## config.mk

```make
export PLATFORM = sky130hd
export DESIGN_NAME = sipo_deserializer_flat
export DESIGN_NICKNAME = d
export VERILOG_FILES = /design/src/rtl/sipo_deserializer_if.sv /design/src/rtl/sipo_deserializer.sv /design/src/flat_wrapper.sv
export SDC_FILE = /design/constraint.sdc
export NUM_CORES = 1
export LEC_CHECK = 0
export BUFFER_PORTS_ARGS = -buffer_cell sky130_fd_sc_hd__clkbuf_2
export CORE_AREA = 2 2 42 44
export CTS_BUF_LIST = sky130_fd_sc_hd__clkbuf_8
export CTS_CLUSTER_DIAMETER = 60
export DETAILED_ROUTE_END_ITERATION = 10
export DIE_AREA = 0 0 44 46
export GPL_ROUTABILITY_DRIVEN = 0
export GPL_TIMING_DRIVEN = 0
export HOLD_SLACK_MARGIN = 0.06
export PLACE_DENSITY = 0.68
export SLEW_MARGIN = 30
export SYNTH_ARGS = -nofsm -noshare
export SYNTH_HDL_FRONTEND = slang
export SYNTH_SLANG_ARGS = --single-unit
```

## constraint.sdc

```tcl
create_clock -name clk -period 1.5 [get_ports clk]
set_input_delay 0.075 -clock clk [delete_from_list [all_inputs] [get_ports clk]]
set_output_delay 0.075 -clock clk [all_outputs]
set_load 0.01 [all_outputs]
```

## src/rtl/sipo_deserializer_if.sv

```systemverilog
// Parallel output port of the serial-in parallel-out receiver: word, valid/ready handshake and status flags.
interface sipo_deserializer_if #(
    parameter int unsigned WIDTH = 4
);
    logic [WIDTH-1:0] dout;
    logic             dout_valid;
    logic             dout_ready;
    logic             overflow;
    logic             parity_err;

    modport master (
        output dout,
        output dout_valid,
        input  dout_ready,
        output overflow,
        output parity_err
    );

    modport slave (
        input  dout,
        input  dout_valid,
        output dout_ready,
        input  overflow,
        input  parity_err
    );
endinterface

```

## src/rtl/sipo_deserializer.sv

```systemverilog
// Serial-in parallel-out receiver: rebuilds WIDTH-bit words from sin/start and holds one word on a valid/ready port.
// Optional trailing even-parity bit is enabled by defining SIPO_PARITY_EN.
module sipo_deserializer #(
    parameter int unsigned WIDTH     = 4,
    parameter bit          MSB_FIRST = 1'b1
) (
    input  logic                clk,
    input  logic                rst_n,
    input  logic                sin,
    input  logic                start,
    sipo_deserializer_if.master bus
);

    localparam int unsigned CNT_W = $clog2(WIDTH + 1);
    localparam logic [CNT_W-1:0] LAST_CNT = CNT_W'(WIDTH - 1);

`ifdef SIPO_PARITY_EN
    typedef enum logic [1:0] {
        IDLE   = 2'd0,
        SHIFT  = 2'd1,
        PARITY = 2'd2
    } state_t;
`else
    typedef enum logic [1:0] {
        IDLE  = 2'd0,
        SHIFT = 2'd1
    } state_t;
`endif

    state_t           state;
    state_t           state_next;
    logic [CNT_W-1:0] cnt;
    logic [WIDTH-1:0] shreg;

    logic             write_c;
    logic             complete_c;
    int unsigned      frame_pos;
    int unsigned      slot;
    logic [WIDTH-1:0] word_c;
    logic [WIDTH-1:0] result_word_c;
    logic             result_perr_c;

    // State register
    always_ff @(posedge clk or negedge rst_n) begin
        if (!rst_n) begin
            state <= IDLE;
        end else begin
            state <= state_next;
        end
    end

    // Next state; start always opens a new frame, aborting any partial one
    always_comb begin
        state_next = state;
        case (state)
            IDLE: begin
                if (start) state_next = SHIFT;
            end
            SHIFT: begin
                if (start) begin
                    state_next = SHIFT;
                end else if (cnt == LAST_CNT) begin
`ifdef SIPO_PARITY_EN
                    state_next = PARITY;
`else
                    state_next = IDLE;
`endif
                end
            end
`ifdef SIPO_PARITY_EN
            PARITY: begin
                state_next = start ? SHIFT : IDLE;
            end
`endif
            default: state_next = IDLE;
        endcase
    end

    // Control strobes: capture a data bit, and finish a word
    always_comb begin
        write_c    = start || (state == SHIFT);
`ifdef SIPO_PARITY_EN
        complete_c = (state == PARITY) && !start;
`else
        complete_c = (state == SHIFT) && !start && (cnt == LAST_CNT);
`endif
    end

    // Place the incoming bit at its frame position; a new frame starts from a cleared register
    always_comb begin
        frame_pos = start ? 0 : 32'(cnt);
        slot      = MSB_FIRST ? (WIDTH - 1 - frame_pos) : frame_pos;
        word_c    = start ? '0 : shreg;
        for (int unsigned i = 0; i < WIDTH; i++) begin
            if (write_c && (i == slot)) word_c[i] = sin;
        end
    end

`ifdef SIPO_PARITY_EN
    assign result_word_c = shreg;
    assign result_perr_c = ^{shreg, sin};
`else
    assign result_word_c = word_c;
    assign result_perr_c = 1'b0;
`endif

    // Bit counter and assembly register
    always_ff @(posedge clk or negedge rst_n) begin
        if (!rst_n) begin
            cnt   <= '0;
            shreg <= '0;
        end else begin
            if (start) begin
                cnt <= CNT_W'(1);
            end else if (state == SHIFT) begin
                cnt <= (cnt == LAST_CNT) ? '0 : cnt + CNT_W'(1);
            end
            if (write_c) shreg <= word_c;
        end
    end

    // One-word output holding register; a word finishing into a full, unaccepted slot is dropped
    always_ff @(posedge clk or negedge rst_n) begin
        if (!rst_n) begin
            bus.dout       <= '0;
            bus.dout_valid <= 1'b0;
            bus.overflow   <= 1'b0;
            bus.parity_err <= 1'b0;
        end else if (complete_c) begin
            if (!bus.dout_valid || bus.dout_ready) begin
                bus.dout       <= result_word_c;
                bus.parity_err <= result_perr_c;
                bus.dout_valid <= 1'b1;
            end else begin
                bus.overflow <= 1'b1;
            end
        end else if (bus.dout_valid && bus.dout_ready) begin
            bus.dout_valid <= 1'b0;
        end
    end

endmodule
```

## src/flat_wrapper.sv

```systemverilog
// flat-port wrapper written by rule: the top's interface ports become plain ports
module sipo_deserializer_flat 
#(
    parameter int unsigned WIDTH     = 4,
    parameter bit          MSB_FIRST = 1'b1
)
  (clk, rst_n, sin, start, bus_dout, bus_dout_valid, bus_dout_ready, bus_overflow, bus_parity_err);
  sipo_deserializer_if #(.WIDTH(WIDTH)) bus_i ();
  input  logic clk;
  input  logic rst_n;
  input  logic sin;
  input  logic start;
  output wire logic [$bits(bus_i.dout)-1:0] bus_dout;
  output wire logic [$bits(bus_i.dout_valid)-1:0] bus_dout_valid;
  input wire logic [$bits(bus_i.dout_ready)-1:0] bus_dout_ready;
  output wire logic [$bits(bus_i.overflow)-1:0] bus_overflow;
  output wire logic [$bits(bus_i.parity_err)-1:0] bus_parity_err;
  assign bus_dout = bus_i.dout;
  assign bus_dout_valid = bus_i.dout_valid;
  assign bus_i.dout_ready = bus_dout_ready;
  assign bus_overflow = bus_i.overflow;
  assign bus_parity_err = bus_i.parity_err;
  sipo_deserializer #(.WIDTH(WIDTH), .MSB_FIRST(MSB_FIRST)) u_core (.clk(clk), .rst_n(rst_n), .sin(sin), .start(start), .bus(bus_i));
endmodule
```

==> summary by stage, run 1 <==
Placed design
Port buffering added 8 buffers. Prior to clock tree synthesis, the placed netlist has a worst setup slack of 0.0999 ns.

Setup path
The startpoint type of the worst setup path is a register. The data required time of the critical path is 1.63 ns. The endpoint arrival time on the critical path is 1.54 ns. The worst setup path is captured at a register. The critical path in this run is classified as reg2reg.

The largest driver fanout on the critical path is 10.

Timing
Setup repair after global routing left no endpoint under its margin. The post-layout worst setup margin is 0.0929 ns. The final critical-path required period is 1.41 ns.

The highest attainable clock frequency is 711 MHz. Across all hold checks on the routed design, the worst slack comes to 0.116 ns. The final number of max-transition violations is 0. The total setup violations reported at the end of the flow is 0. The clock arrives with 0.00136 ns of skew. The number of hold violations in the final report is 0. The part of the cycle the worst path needs is 93.8%. Adding up every negative setup slack in the final design gives 0 ns.

Die
For this configuration, the core starts out at a cell density of 45.3%. The die covers 2020 um^2. The number of rows created at floorplan is 15. For this design the top-level I/O count stands at 12. The floorplan step set the die width to 44 um. The total area inside the core boundary comes to 1610 um^2. From bottom edge to top edge, the die measures 46 um.

Clock network
The clock input transition at the sequential cells of the worst setup and hold paths is 0.06 ns. The number of levels in the clock H-tree is 1. The latest clock arrival within the worst-skew pair is 0.24 ns. The clock sink count is 14. In this run the clock root is driven by a clkbuf_8.

No sink is reached through more buffers than the 2 on the longest clock path. TritonCTS created 3 clock buffers. The number of setup buffers added after CTS is 0. The CTS tree is yes.

Logic synthesis
The dominant register cell in the synthesized netlist is dfrtp_1. The share of synthesized cell area in full adder, half adder and majority cells is 1.71%. The synthesized netlist devotes 0% of its cell area to XOR and XNOR gates. The number of nets in the synthesized netlist is 69. By area the synthesized netlist is led by dfrtp_1, mux2i_1, and4bb_1. In this run, synthesis produced a sequential element count of 14.

The proportion of synthesized flip-flops having asynchronous set or reset is 100%. The combinational family with the most area after synthesis is compound AO/OA/AOI/OAI gates. Of the total synthesized cell area, the portion taken by AND, OR, NAND and NOR gates is 13.9%. For this run, the number of Yosys warnings is 0. The area fraction in compound gates after synthesis is 16.1%. Among all cell types in the netlist, the one instantiated most often is dfrtp_1. The largest total area in the synthesized netlist belongs to dfrtp_1. The multiplexer share of the synthesized area is 11.1%. The mapped netlist covers 731 um^2. The number of synthesized flops with an enable pin is 0. Counting instances in the post-synthesis netlist gives the leading cell types as dfrtp_1, mux2i_1, a31oi_1, nor2_1. Each instance of the synthesized netlist takes up on average 11.6 um^2.

Summing the sequential cell areas from Yosys gives 47.9% of the chip area. The unique cell type count in the Yosys netlist is 22. After technology mapping, the gate count stands at 63. The share of synthesized area in the top cell type comes to 47.9%.

Finish
The fill cell total of the finished layout is 146. Of the cells placed in the final design, the portion with a size suffix greater than 1 is 31.2%. The synthesis-to-layout area growth is 18.8%. The antenna diode instance count is 0. The area taken by flip-flops and latches is 352 um^2.

The area of the multi-input gates is 317 um^2. The net count of the finished layout is 84.

Min path
The classification of the worst-slack hold path is in2reg.

GRT
The pin count of the biggest net entering global routing is 15. The number of global-route vias before repair is 450. The first global-routing pass estimated 1.99 mm of wire.

The initial antenna violation count came to 0. The global-route usage over all layers is 13.9%. Summed over all layers, the global routing overflow is 0.

Power and ir drop
The worst IR drop on VDD is 0.807 mV. In this run the power density over the cells is 1800 nW/um^2. The static power due to leakage is 0.411 nW.

Drt
The number of DRC markers in iteration 0 is 15. In the routed layout, each cell is associated on average with a via count of 5.10. In the final routed layout, each cell accounts on average for 12.7 um. For this block, the via count after detailed routing is 479. The first detailed-routing pass ran for 4 iterations. The total routed wirelength is 1.19 mm. The DRC violations left is 0. The number of antenna-violating nets in the routed design is 0.

Flow run
The max-capacitance violation count is 0.

Status
The run finished with clean final reports.
-- report_power, final --
group	internal, mW	switching (mW)
sequential	0.511	0.110
clock	0.232	0.133
combinational	0.295	0.278
-- area by class of cell --
class	instances	area share [%]
tap	17	2.45
buffer	6	6.05
sequential	14	40.5
clock buffer	4	6.34
multi-input combinational	40	36.5
inverter	3	1.30
timing repair buffer	10	6.92
-- registers in the layout (all words and copies together), names as in the netlist --
name,flops
u_core.bus.dout,4
u_core.shreg,4
u_core.cnt,3
u_core.bus.dout_valid,1
u_core.bus.overflow,1
u_core.state,1
-- metal layers --
| metal | part of all wire, % | GRT usage (%) | vias up | wire (um) |
|---|---|---|---|---|
| met5 | 0 | 0 | - | 0 |
| met4 | 1.0 | 10.9 | 0 | 12 |
| met3 | 3.0 | 2.38 | 2 | 36 |
| met2 | 44 | 19.4 | 9 | 521 |
| met1 | 52 | 18.8 | 216 | 620 |
| li1 | - | - | 252 | - |
-- cells in the final DEF (no fill, tap or decap) --
cell type / count
a211oi_1: 1
a21o_2: 1
a21oi_2: 4
a31o_1: 1
a31oi_1: 5
a41oi_2: 1
and4bb_1: 3
buf_4: 2
buf_6: 3
clkbuf_1: 1
clkbuf_2: 8
clkbuf_8: 4
conb_1: 1
dfrtp_1: 13
dfrtp_2: 1
dlygate4sd3_1: 2
ha_1: 1
inv_1: 3
mux2_1: 1
mux2i_1: 7
nand2_1: 1
nand2b_1: 4
nand3b_1: 1
nand4b_1: 1
nor2_1: 5
o21ai_0: 2
-- cells by family after synthesis --
group                    count (synthesis)
buffers and inverters                    9
other                                    1
multiplexers                             8
adder cells (fa/ha/maj)                  1
AO/OA/AOI/OAI                           15
AND/OR/NAND/NOR                         15
flip-flops                              14
-- metrics by stage --
step	cells	cell area [um^2]	power, mW	utilization [%]
after CTS	94	867	1.58	53.7
final	94	868	1.56	53.8
after floorplan	63	731	1.05	-
after global placement	88	792	1.19	49.1
after detailed placement	88	792	1.20	49.1
after global routing	94	868	1.68	53.8
-- critical path, stage by stage (launching register included) --
cell and delay, ns:
dfrtp_1 0.47, ha_1 0.27, and4bb_1 0.21, buf_6 0.14, a31o_1 0.21
-- what timing repair did --
| action | 4_1_cts | 5_1_grt |
|---|---|---|
| endpoints found under the hold margin | 20 | 0 |
| gates resized for setup | 0 | 1 |
| setup endpoints to repair | 0 | 2 |
| hold buffers | 2 | 0 |
-- path summary, 6_finish.rpt --
check / slack, ns / end / cells after the start / startpoint
min in group asynchronous: 0.28 / u_core.bus.dout_valid$_DFFE_PN0P_ / 2 / rst_n
worst min register to register: 0.46 / u_core.bus.overflow$_DFFE_PN0P_ / 1 / u_core.bus.overflow$_DFFE_PN0P_
worst max-delay path: 0.09 / u_core.bus.overflow$_DFFE_PN0P_ / 4 / u_core.cnt[0]$_DFFE_PN0P_
max in group asynchronous: 0.94 / u_core.cnt[1]$_DFFE_PN0P_ / 2 / rst_n
worst max register to register: 0.09 / u_core.bus.overflow$_DFFE_PN0P_ / 4 / u_core.cnt[0]$_DFFE_PN0P_
worst min-delay path: 0.12 / u_core.bus.overflow$_DFFE_PN0P_ / 3 / bus_dout_ready
(Power assumes the default switching activity.)
==> run 2, diff against run 1 <==
--- a/config.mk
+++ b/config.mk
@@ -8,13 +8,14 @@
 export BUFFER_PORTS_ARGS = -buffer_cell sky130_fd_sc_hd__clkbuf_2
 export CORE_AREA = 2 2 42 44
 export CTS_BUF_LIST = sky130_fd_sc_hd__clkbuf_8
-export CTS_CLUSTER_DIAMETER = 60
+export CTS_CLUSTER_DIAMETER = 40
 export DETAILED_ROUTE_END_ITERATION = 10
 export DIE_AREA = 0 0 44 46
 export GPL_ROUTABILITY_DRIVEN = 0
 export GPL_TIMING_DRIVEN = 0
 export HOLD_SLACK_MARGIN = 0.06
 export PLACE_DENSITY = 0.68
+export RECOVER_POWER = 25
 export SLEW_MARGIN = 30
 export SYNTH_ARGS = -nofsm -noshare
 export SYNTH_HDL_FRONTEND = slang
==> run 2 against run 1 <==
  * Sequential power hardly changed
  * Combinational power hardly changed
  * Sequential share of layout area is 0.058 points higher
  * Power hardly changed
  * Worst hold slack stayed put
  * Cell count stayed put
  * First-iteration DRC count stayed put
  * Largest power group unchanged
  * Design area is 0.14% lower
  * Critical path type unchanged
  * Global-route usage stayed put
  * Utilization is 0.077 points lower
  * Clock skew stayed put
  * Register-to-register slack hardly changed
==> summary by stage, run 2 (synthesized netlist as in run 1, its figures left out) <==
Drt
The mean number of vias per cell is 5.10 (unchanged). The number of detailed-route iterations in the first pass is 4 (unchanged). The DRC violations left was 0 (unchanged). The wire length per cell after detailed routing is 12.7 um (unchanged).

The number of DRC markers in iteration 0 is 15 (unchanged). The total routed wirelength is 1.19 mm (unchanged). The number of antenna-violating nets in the routed design is 0 (unchanged).

The number of vias after detailed routing is 479 (unchanged).

Setup path
The delay of the slowest cell on the worst path is 0.47 ns (about the same). The top cell family by delay on the critical path is flip-flops (unchanged). The critical path buffer and inverter count is 1 (unchanged).

The slowest library cell on the worst path is dfrtp_1 (unchanged). The endpoint arrival time on the critical path came to 1.54 ns (about the same). The largest driver fanout on the critical path is 10 (unchanged). CP cell instances: ha_1 -> and4bb_1 -> buf_6 -> a31o_1 (unchanged). The critical path class is reg2reg (unchanged). The kind of end point of the critical path was a register (unchanged).

The data required time of the critical path is 1.63 ns (about the same). The startpoint type of the worst setup path is a register (unchanged).

Finish
The leading cell type in the layout, fill and taps excluded is dfrtp_1 (unchanged). The synthesis-to-layout area growth is 18.7% (was 18.8%). The area taken by flip-flops and latches came to 352 um^2 (unchanged). Largest registers: u_core.bus.dout x4, u_core.shreg x4, u_core.cnt x3 (unchanged).

The area of the multi-input gates is 317 um^2 (unchanged). Most used cells in the layout excluding fill and tap cells: dfrtp_1, mux2i_1, clkbuf_2, nor2_1, a31oi_1 (was dfrtp_1, clkbuf_2, mux2i_1, nor2_1, a31oi_1). The post-route cell area is 867 um^2 (was 868 um^2). The count of placed standard cells in the final layout, fillers left out is 94 (unchanged). The layout net count is 84 (unchanged). The fill cell total of the finished layout is 147 (was 146). The share of post-route cells with drive strength above 1 is 29.9% (was 31.2%). The antenna diode instance count is 0 (unchanged).

Die
The area of the die is 2020 um^2 (unchanged). The vertical extent of the die is 46 um (unchanged). The effective utilization at floorplan is 45.3% (unchanged). The number of primary I/O pins is 12 (unchanged). The floorplan core area was 1610 um^2 (unchanged). The floorplan die width was 44 um (unchanged). The number of rows created at floorplan is 15 (unchanged).

Flow run
The max-capacitance violation count is 0 (unchanged).

Power and ir drop
The power density of the placed cells came to 1800 nW/um^2 (about the same). The worst IR drop on VDD is 0.807 mV (about the same). The static power due to leakage is 0.409 nW (was 0.411 nW). The overall power after layout is 1.56 mW (about the same).

Timing
The final critical-path required period was 1.41 ns (unchanged). The setup total negative slack came to 0 ns (unchanged). The part of the cycle the worst path needs is 93.8% (unchanged). The highest attainable clock frequency is 711 MHz (unchanged).

RSZ-0062 raised after global routing: false (unchanged). For the pin with the worst max-slew slack, the measured transition is 0.759 ns. The worst pin sits at a relative slew slack of 49.4%. The final number of max-transition violations is 0 (unchanged). The total setup violations reported at the end of the flow is 0 (unchanged). The final worst clock skew is 0.00136 ns (unchanged).

The number of hold violations in the final report is 0 (unchanged). The post-layout worst setup margin came to 0.0929 ns (unchanged).

GRT
The global-route usage over all layers came to 13.9% (unchanged). The pin count of the biggest net entering global routing is 15 (unchanged). The initial antenna violation count is 0 (unchanged). The leftover overflow at the end of global routing is 0 (unchanged). The global-route wire length before repair is 1.99 mm (unchanged).

The number of global-route vias before repair is 450 (unchanged).

Clock network
The maximum root-to-sink buffer count was 2 (unchanged). The clock input transition at the sequential cells of the worst setup and hold paths came to 0.06 ns (about the same). The clock sink count was 14 (unchanged). The number of levels in the clock H-tree is 1 (unchanged). The number of setup buffers added after CTS is 0 (unchanged).

The number of buffers inserted during clock tree synthesis was 3 (unchanged). The CTS tree is yes (unchanged). The clock tree root driver cell is clkbuf_8 (unchanged).

The latest clock arrival within the worst-skew pair came to 0.24 ns (about the same).

Placed design
The placed cell count is 88 (unchanged). The number of port buffers came to 8 (unchanged). The setup slack at placement came to 0.0999 ns (unchanged). The total placed instance area is 792 um^2 (unchanged).

Status
Status: complete, no violations (unchanged).

Min path
The classification of the worst-slack hold path is in2reg (unchanged).
run 2: cell types whose count changed in the layout (fill, tap and decap cells not counted):
cell      previous run  this run
clkbuf_1             1         2
clkbuf_2             8         7
run 2: stage by stage:
step / util [%] / hold WS (ns)
after floorplan: - / -0.221
after global placement: 49.1 / 0.000408
after detailed placement: 49.1 / -0.00108
after CTS: 53.7 / 0.114
after global routing: 53.7 / 0.135
final: 53.7 / 0.116
run 2: what timing repair did:
| item | CTS | global route |
|---|---|---|
| resized for setup | 0 | 1 |
| hold buffers | 2 | 0 |
| setup endpoints to repair | 0 | 2 |
| endpoints found under the hold margin | 20 | 0 |
run 2: routing by layer:
layer	vias up	GRT usage (%)	share of wire, %
met4	0	10.9	1.0
met1	216	18.8	52
li1	252	-	-
met2	9	19.4	44
met3	2	2.38	3.0
met5	-	0	0
run 2: cell type report:
class | instances | area share [%]
Clock buffer | 4 | 6.35
Tap cell | 17 | 2.45
Sequential cell | 14 | 40.5
Timing Repair Buffer | 10 | 6.78
Inverter | 3 | 1.30
Buffer | 6 | 6.06
Multi-Input combinational cell | 40 | 36.5
run 2: worst min-delay path, delay by kind of cell:
family                 cells  cell delay, ns
AO/OA/AOI/OAI              1            0.12
buffers and inverters      2            0.12
run 2: where the power goes:
| part | switching [mW] | internal [mW] | leakage [nW] |
|---|---|---|---|
| sequential | 0.110 | 0.511 | 0.171 |
| clock | 0.133 | 0.232 | 0.0288 |
| combinational | 0.278 | 0.294 | 0.209 |
| total | 0.521 | 1.04 | 0.409 |
run 2: path summary, 6_finish.rpt:
| path | start | end | slack, ns | cells after the start |
|---|---|---|---|---|
| max | u_core.cnt[0]$_DFFE_PN0P_ | u_core.bus.overflow$_DFFE_PN0P_ | 0.09 | 4 |
| min | bus_dout_ready | u_core.bus.overflow$_DFFE_PN0P_ | 0.12 | 3 |
| max reg2reg | u_core.cnt[0]$_DFFE_PN0P_ | u_core.bus.overflow$_DFFE_PN0P_ | 0.09 | 4 |
| min reg2reg | u_core.bus.overflow$_DFFE_PN0P_ | u_core.bus.overflow$_DFFE_PN0P_ | 0.46 | 1 |
| max in group asynchronous | rst_n | u_core.cnt[1]$_DFFE_PN0P_ | 0.56 | 2 |
| min in group asynchronous | rst_n | u_core.bus.dout_valid$_DFFE_PN0P_ | 0.42 | 2 |
